===== config.mk =====
export PLATFORM = sky130hd
export DESIGN_NAME = memory_arbiter
export DESIGN_NICKNAME = d
export VERILOG_FILES = /design/src/rtl/mips_mem_pkg.sv /design/src/rtl/mem_arb_picker.sv /design/src/rtl/memory_arbiter.sv
export SDC_FILE = /design/constraint.sdc
export NUM_CORES = 1
export LEC_CHECK = 0
export CAP_MARGIN = 25
export CORE_MARGIN = 3
export CORE_UTILIZATION = 46
export CTS_CLUSTER_SIZE = 28
export DETAILED_ROUTE_END_ITERATION = 7
export PLACE_DENSITY = 0.85
export SETUP_SLACK_MARGIN = 0.5
export SLEW_MARGIN = 15
export SYNTH_ARGS = -nofsm -noshare
export SYNTH_HDL_FRONTEND = slang
export SYNTH_SLANG_ARGS = --single-unit
export TNS_END_PERCENT = 100

===== constraint.sdc =====
create_clock -name clk -period 6.78 [get_ports clk]
set_input_delay 1.356 -clock clk [delete_from_list [all_inputs] [get_ports clk]]
set_output_delay 1.356 -clock clk [all_outputs]
set_load 0.005 [all_outputs]

===== src/rtl/mips_mem_pkg.sv =====
// Shared definitions for the two-port memory arbiter: default widths,
// FSM state encoding and requester port indices.
package mips_mem_pkg;

    localparam int ADDR_W_DEFAULT = 18;
    localparam int DATA_W_DEFAULT = 32;
    localparam int NUM_PORTS      = 2;

    localparam logic PORT_IF = 1'b0;
    localparam logic PORT_DM = 1'b1;

    typedef enum logic [1:0] {
        ST_IDLE   = 2'd0,
        ST_ACCESS = 2'd1,
        ST_DONE   = 2'd2
    } arb_state_t;

endpackage


===== src/rtl/mem_arb_picker.sv =====
// Winner selection between the fetch and data ports (one-hot grant out).
// MEM_ARB_ROUND_ROBIN_EN selects round-robin ties; otherwise port 1 always wins.
module mem_arb_picker
    import mips_mem_pkg::*;
(
    input  logic [NUM_PORTS-1:0] req,
    input  logic                 last_grant,
    output logic [NUM_PORTS-1:0] grant
);

`ifdef MEM_ARB_ROUND_ROBIN_EN
    // On a tie the port that was not served last goes first.
    always_comb begin
        grant = '0;
        if (req[PORT_IF] && req[PORT_DM]) begin
            if (last_grant == PORT_DM) begin
                grant[PORT_IF] = 1'b1;
            end else begin
                grant[PORT_DM] = 1'b1;
            end
        end else begin
            grant = req;
        end
    end
`else
    logic unused_last_grant;
    assign unused_last_grant = last_grant;

    always_comb begin
        grant = '0;
        if (req[PORT_DM]) begin
            grant[PORT_DM] = 1'b1;
        end else if (req[PORT_IF]) begin
            grant[PORT_IF] = 1'b1;
        end
    end
`endif

endmodule


===== src/rtl/memory_arbiter.sv =====
// Two-port (fetch / data) arbiter in front of a single-cycle memory_block.
// Arbitration policy is chosen by MEM_ARB_ROUND_ROBIN_EN (undefined: fixed priority to port 1).
module memory_arbiter
    import mips_mem_pkg::*;
#(
    parameter int ADDR_W = ADDR_W_DEFAULT,
    parameter int DATA_W = DATA_W_DEFAULT
)
(
    input  logic              clk,
    input  logic              reset,

    input  logic              if_req,
    input  logic [ADDR_W-1:0] if_addr,
    output logic              if_ack,
    output logic [DATA_W-1:0] if_rdata,

    input  logic              dm_req,
    input  logic              dm_we,
    input  logic              dm_byte,
    input  logic [ADDR_W-1:0] dm_addr,
    input  logic [DATA_W-1:0] dm_wdata,
    output logic              dm_ack,
    output logic [DATA_W-1:0] dm_rdata,

    output logic [ADDR_W-1:0] mem_address,
    output logic [DATA_W-1:0] mem_write_data,
    output logic              mem_byteOperations,
    output logic              mem_memRead,
    output logic              mem_memWrite,
    input  logic [DATA_W-1:0] mem_read_data,

    output logic              busy
);

    arb_state_t           state_reg;
    arb_state_t           state_next;
    logic                 take_grant;
    logic [NUM_PORTS-1:0] req_vec;
    logic [NUM_PORTS-1:0] grant_vec;
    logic [NUM_PORTS-1:0] ack_vec;
    logic                 last_grant;

    logic                 winner_reg;
    logic                 we_reg;
    logic                 byte_reg;
    logic [ADDR_W-1:0]    addr_reg;
    logic [DATA_W-1:0]    wdata_reg;
    logic [DATA_W-1:0]    if_rdata_reg;
    logic [DATA_W-1:0]    dm_rdata_reg;

    assign req_vec = {dm_req, if_req};

    mem_arb_picker u_picker (
        .req        (req_vec),
        .last_grant (last_grant),
        .grant      (grant_vec)
    );

`ifdef MEM_ARB_ROUND_ROBIN_EN
    logic last_grant_reg;

    // Reset points at port 1 so the first tie after reset goes to port 0.
    always_ff @(posedge clk or posedge reset) begin
        if (reset) begin
            last_grant_reg <= PORT_DM;
        end else if (take_grant) begin
            last_grant_reg <= grant_vec[PORT_DM];
        end
    end

    assign last_grant = last_grant_reg;
`else
    assign last_grant = PORT_DM;
`endif

    always_ff @(posedge clk or posedge reset) begin
        if (reset) begin
            state_reg <= ST_IDLE;
        end else begin
            state_reg <= state_next;
        end
    end

    // Strobes are decoded from registered state so reset drops them at once.
    always_comb begin
        state_next         = state_reg;
        take_grant         = 1'b0;
        mem_address        = '0;
        mem_write_data     = '0;
        mem_byteOperations = 1'b0;
        mem_memRead        = 1'b0;
        mem_memWrite       = 1'b0;
        case (state_reg)
            ST_IDLE: begin
                if (|req_vec) begin
                    take_grant = 1'b1;
                    state_next = ST_ACCESS;
                end
            end
            ST_ACCESS: begin
                mem_address        = addr_reg;
                mem_write_data     = wdata_reg;
                mem_byteOperations = byte_reg;
                mem_memWrite       = we_reg;
                mem_memRead        = ~we_reg;
                state_next         = ST_DONE;
            end
            ST_DONE: begin
                state_next = ST_IDLE;
            end
            default: begin
                state_next = ST_IDLE;
            end
        endcase
    end

    assign busy = (state_reg != ST_IDLE);

    // Operands are latched at grant so the requester may drop req afterwards.
    always_ff @(posedge clk or posedge reset) begin
        if (reset) begin
            winner_reg <= PORT_DM;
            we_reg     <= 1'b0;
            byte_reg   <= 1'b0;
            addr_reg   <= '0;
            wdata_reg  <= '0;
        end else if (take_grant) begin
            if (grant_vec[PORT_DM]) begin
                winner_reg <= PORT_DM;
                we_reg     <= dm_we;
                byte_reg   <= dm_byte;
                addr_reg   <= dm_addr;
                wdata_reg  <= dm_wdata;
            end else if (grant_vec[PORT_IF]) begin
                winner_reg <= PORT_IF;
                we_reg     <= 1'b0;
                byte_reg   <= 1'b0;
                addr_reg   <= if_addr;
                wdata_reg  <= '0;
            end
        end
    end

    // Read data is captured at the end of ACCESS and held until that port's next DONE.
    always_ff @(posedge clk or posedge reset) begin
        if (reset) begin
            if_rdata_reg <= '0;
            dm_rdata_reg <= '0;
        end else if (state_reg == ST_ACCESS) begin
            if (winner_reg == PORT_IF) begin
                if_rdata_reg <= mem_read_data;
            end else begin
                dm_rdata_reg <= we_reg ? '0 : mem_read_data;
            end
        end
    end

    genvar gi;
    generate
        for (gi = 0; gi < NUM_PORTS; gi++) begin : g_ack
            assign ack_vec[gi] = (state_reg == ST_DONE) && (winner_reg == 1'(gi));
        end
    endgenerate

    assign if_ack   = ack_vec[PORT_IF];
    assign dm_ack   = ack_vec[PORT_DM];
    assign if_rdata = if_rdata_reg;
    assign dm_rdata = dm_rdata_reg;

endmodule

## Word-level counts from Yosys, hierarchy flattened

Index checks and enable logic that the tools add are counted.

| storage, ports and cells | value |
|---|---|
| bits of input ports | 106 |
| word-level logic and storage cells | 43 |
| register bits after elaboration | 119 |
| output and inout port bits | 120 |

| cells by class | value |
|---|---|
| multiplexer cells | 21 |
| bitwise logic cells | 2 |
| equal/unequal tests | 3 |
| reductions and logical operators | 9 |

Operators by type and width:

| kind | count |
|---|---|
| two-way mux 32 bit | 4 |
| two-way mux 18 bit | 3 |
| two-way mux 1 bit | 12 |
| AND reduction 2 bit | 3 |
| one-hot mux 2 bit (2 select lines) | 1 |
| nonzero test 2 bit | 2 |
| equality test 2 x 1 -> 1 bit, second input constant | 1 |
| equality test 2 bit, second input constant | 1 |
| logical AND 1 bit | 2 |
| zero test 2 bit | 1 |
| two-way mux 2 bit | 1 |
| != test 2 bit, second input constant | 1 |
| NOT 1 bit | 2 |
| OR reduction 2 bit | 1 |

## Longest topological paths before layout

| depth | value |
|---|---|
| word-level depth | 4 |
| depth in mapped cells | 5 |
| mapped depth without buffers | 3 |

## Cells and area by module

Synthesis repeated with hierarchy kept, for this count alone.

| unflattened totals | value |
|---|---|
| cell total of the unflattened synthesis | 416 |
| area, all modules | 5,161.2 um^2 |

By module, submodules not included:

| module | area an instance (um^2) | cells each | times used | sequential area each (um^2) |
|---|---|---|---|---|
| memory_arbiter | 5,139.9 | 414 | 1 | 2,979.1 |
| mem_arb_picker | 21.3 | 2 | 1 | 0.0 |

## Worst setup path after synthesis

No wires, ideal clock.

| timing | value |
|---|---|
| kind | reg2out |
| start point | reg state_reg[1] |
| end point | out mem_address[10] |
| cell stages (with the launch flop) | 5 |
| required time | 5.424 ns |
| buffers on the path | 1 |
| arrival | 1.120 ns |
| slack | 4.304 ns |
| cell sequence | dfrtp_1 -> nand2b_2 -> inv_1 -> clkbuf_1 -> and2_1 |

| on the way | value |
|---|---|
| cells in the longest elaborated chain, start to end | 2 |

RTL lines:

| item | line | text |
|---|---|---|
| start, declared | memory_arbiter.sv:36 | `arb_state_t state_reg;` |
| start signal, assigned | memory_arbiter.sv:81 | `state_reg <= state_next;` |
| equality test 2 x 1 -> 1 bit | memory_arbiter.sv:94 | `case (state_reg)` |
| two-way mux 18 bit | memory_arbiter.sv:94 |  |
| end, declared | memory_arbiter.sv:26 | `output logic [ADDR_W-1:0] mem_address,` |

Every way passes these cells.

## Worst setup path after layout

| timing | value |
|---|---|
| start point | reg state_reg[1] |
| end point | out mem_address[17] |

Same word-level chain as after synthesis.

==> metrics.md <==
| Metric | Value |
|---|---|
| Startpoint types | flip-flop |
| Critical path arrival | about 2.6 ns |
| Switching part of the total | 0.2884 |
| Fmax | between 200 and 300 MHz |
| Share of layout cells above drive strength 1 | 0.1656 |
| Min-delay src | dm_rdata[1]$_DFFE_PP0P_ |
| Critical path fanouts, max | 33 |
| Largest net degree at the start of global routing | between 70 and 80 |
| Ys flop type | dfrtp_1 |
| CP endpoint kind | output pin |
| Commonest non-fill, non-tap cell in the layout | clkdlybuf4s50_1 |
| Die Ht | around 110 um |
| R2r startpoint | state_reg[1]$_DFFE_PP0P_ |
| WS Path Type | reg -> out |
| Final WL | roughly 14 mm |
| Residual DRC | 0 |
| Post-synthesis sequential area ratio | 0.5741 |
| Initial drt markers | roughly 240 |
| Worst VDD drop | about 0.22 mV |
| Status | finished, final reports clean |
| Die width | around 110 um |
| CTS tree | yes |
| Layout Cells excl Fill | a little under 800 |
| Fill cells | between 700 and 800 |
| Mapped cell area | ~5200 um^2 |
| Asr flop ratio synth | 1.000 |
| Num Clock Sinks | 119 |
| Flop pwr share | 0.342 |
| Number of synthesized flops with an enable pin | 0 |
| Period utilisation layout | 0.5850 |
| R2R depth | 3 |
| Sum Neg Setup Slack | 0 ns |
| #FFs+latches synth | 119 |
| H-tree depth | 4 |
| Synth Instances | approximately 400 |
| Nets | 740 |
| Leakage power | 3.513 nW |
| Hold Vio Cnt, Final | 0 |
| Pins Over Slew Limit | 0 |
| All-Layer GR Usage | 0.2201 |
| Initial Utilization | 0.4745 |
| First-pass GRT wire length | 22.02 mm |
| Clock buffer depth | 2 |
| Synth cell types | 24 |
| Hold/Removal Path Class | reg -> reg |
| Highest-count cells in the layout ignoring fill and taps | clkdlybuf4s50_1 (225), dfrtp_1 (118), mux2_2 (54) |
| CP Data Required Time | between 5 and 6 ns |
| PostCTS Resize Cnt | 0 |
| PD cells | approximately 460 nW/um^2 |
| GP Congestion | ~0.8 |
| Syn nets | between 500 and 600 |
| Rows | 38 |
| Vias in the first global route | approximately 4300 |
| RSZ-0062 raised after global routing | no |
| Synthesis-to-layout area growth | 56.67% |
| Final setup vio count | 0 |
| Tot Pwr | ~3.7 mW |
| Slew headroom | 0.3824 |
| Via count | approximately 4000 |
| Total iterations of the first detailed-routing run | 4 |
| Synthesized area per cell | around 13 um^2 |
| Max-cap viol count | 0 |
| Initial antenna violation count | 0 |
| Worst Skew | just over 0.007 ns |
| Hold buffers post-CTS | 0 |
| Detailed Place HPWL | ~9.7 mm |
| Min-Delay Path Depth | 2 |
| Internal | about 2.7 mW |
| Cell count after placement | between 700 and 800 |
| Synth Warn # | 0 |
| Die Footprint | between 10000 and 15000 um^2 |
| Crit path time final | 3.966 ns |
| Clk_lat worst skew | 0.40 ns |
| Clock power frac | 0.246 |
| Crit path launch | state_reg[1]$_DFFE_PP0P_ |
| I/O Pins | between 200 and 250 |
| Diodes inserted | 0 |
| Number of setup buffers added after CTS | 0 |
| Antenna viol nets, final | 0 |
| DR WL/cell | around 17 um |
| Slew @ Worst Pin | between 0.9 and 1 ns |
| Inserted Clock Buffers | 17 |
| Overflow after GRT | 0 |
| Port Buffers | between 200 and 250 |
| CTS Root Cell | clkbuf_16 |
| Core box area | roughly 11000 um^2 |
| CTS clock-pin slew for the worst setup and hold paths | 0.05 ns |
| Logic pwr share | 0.412 |
| Vias per cell | about 5.1 |
| Psw | about 1.1 mW |
## cells by family after synthesis
group / after synthesis / synth area share
AOI/OAI and AO/OA: 68 / 0.09284
and+or+nand+nor: 124 / 0.1377
buffers and inverters: 32 / 0.04051
DFF: 119 / 0.5742
muxes: 68 / 0.1548
## metrics by stage
step	setup WS, ns	hold WS, ns	util	area (um^2)
floorplan	2.268	0.4556	-	5189
global placement	3.100	0.4609	0.6809	7446
detailed placement	3.174	0.4701	0.6855	7496
CTS	2.762	0.4817	0.7420	8114
global route	2.621	0.5117	0.7434	8129
finish	2.814	0.4779	0.7434	8129
## synth_stat cells, types with 4 or more instances
cell | number | share of area
buf_2 | 5 | 0.0048
inv_1 | 4 | 0.0029
dfrtp_1 | 118 | 0.57
o21ai_0 | 32 | 0.031
mux2_1 | 4 | 0.0087
and2_1 | 53 | 0.064
buf_6 | 8 | 0.017
clkbuf_1 | 12 | 0.0087
nand2b_1 | 32 | 0.039
a22o_1 | 34 | 0.057
mux2_4 | 10 | 0.029
mux2_2 | 54 | 0.12
nand2_1 | 32 | 0.023
## cell type report
class / instances / area [um^2] / share of cell area
Timing Repair Buffer: 232 / 2340 / 0.2878
Inverter: 4 / 17.52 / 0.002155
Sequential cell: 119 / 2979 / 0.3665
Tap cell: 140 / 175.2 / 0.02155
Clock inverter: 7 / 116.4 / 0.01431
Clock buffer: 24 / 501.7 / 0.06172
Multi-Input combinational cell: 260 / 1999 / 0.2460
## power by group through the flow
stage          combinational, mW  sequential [mW]  clock (mW)
2_1_floorplan              0.758             1.24           0
3_3_place_gp                1.46             1.28           0
3_5_place_dp                1.53             1.29           0
4_1_cts                     1.53             1.29       0.934
5_1_grt                     1.67             1.32       0.968
6_report                    1.53             1.28       0.918
## metal layers
layer	part of all wire	global-route usage
met1	0.40	0.2689
met2	0.49	0.3679
met3	0.088	0.07332
met4	0.014	0.07532
met5	0	0
## worst max-delay path, cell delays in order, from the launching register on
cell             delay, ns
dfrtp_1               0.43
nand2b_2              0.24
inv_1                 0.63
buf_8                 0.24
and2_1                0.13
clkdlybuf4s50_1       0.54
## path summary, 6_finish.rpt
| path | end | slack (ns) |
|---|---|---|
| max in group asynchronous | wdata_reg[12]$_DFFE_PP0P_ | 4.08 |
| hold reg to reg | dm_rdata[1]$_DFFE_PP0P_ | 0.48 |
| setup / recovery | mem_address[17] | 2.81 |
| setup reg to reg | if_rdata[8]$_DFFE_PP0P_ | 4.84 |
| hold / removal | dm_rdata[1]$_DFFE_PP0P_ | 0.48 |
| min in group asynchronous | if_rdata[2]$_DFFE_PP0P_ | 1.39 |
Power figures use the tool's default switching activity.
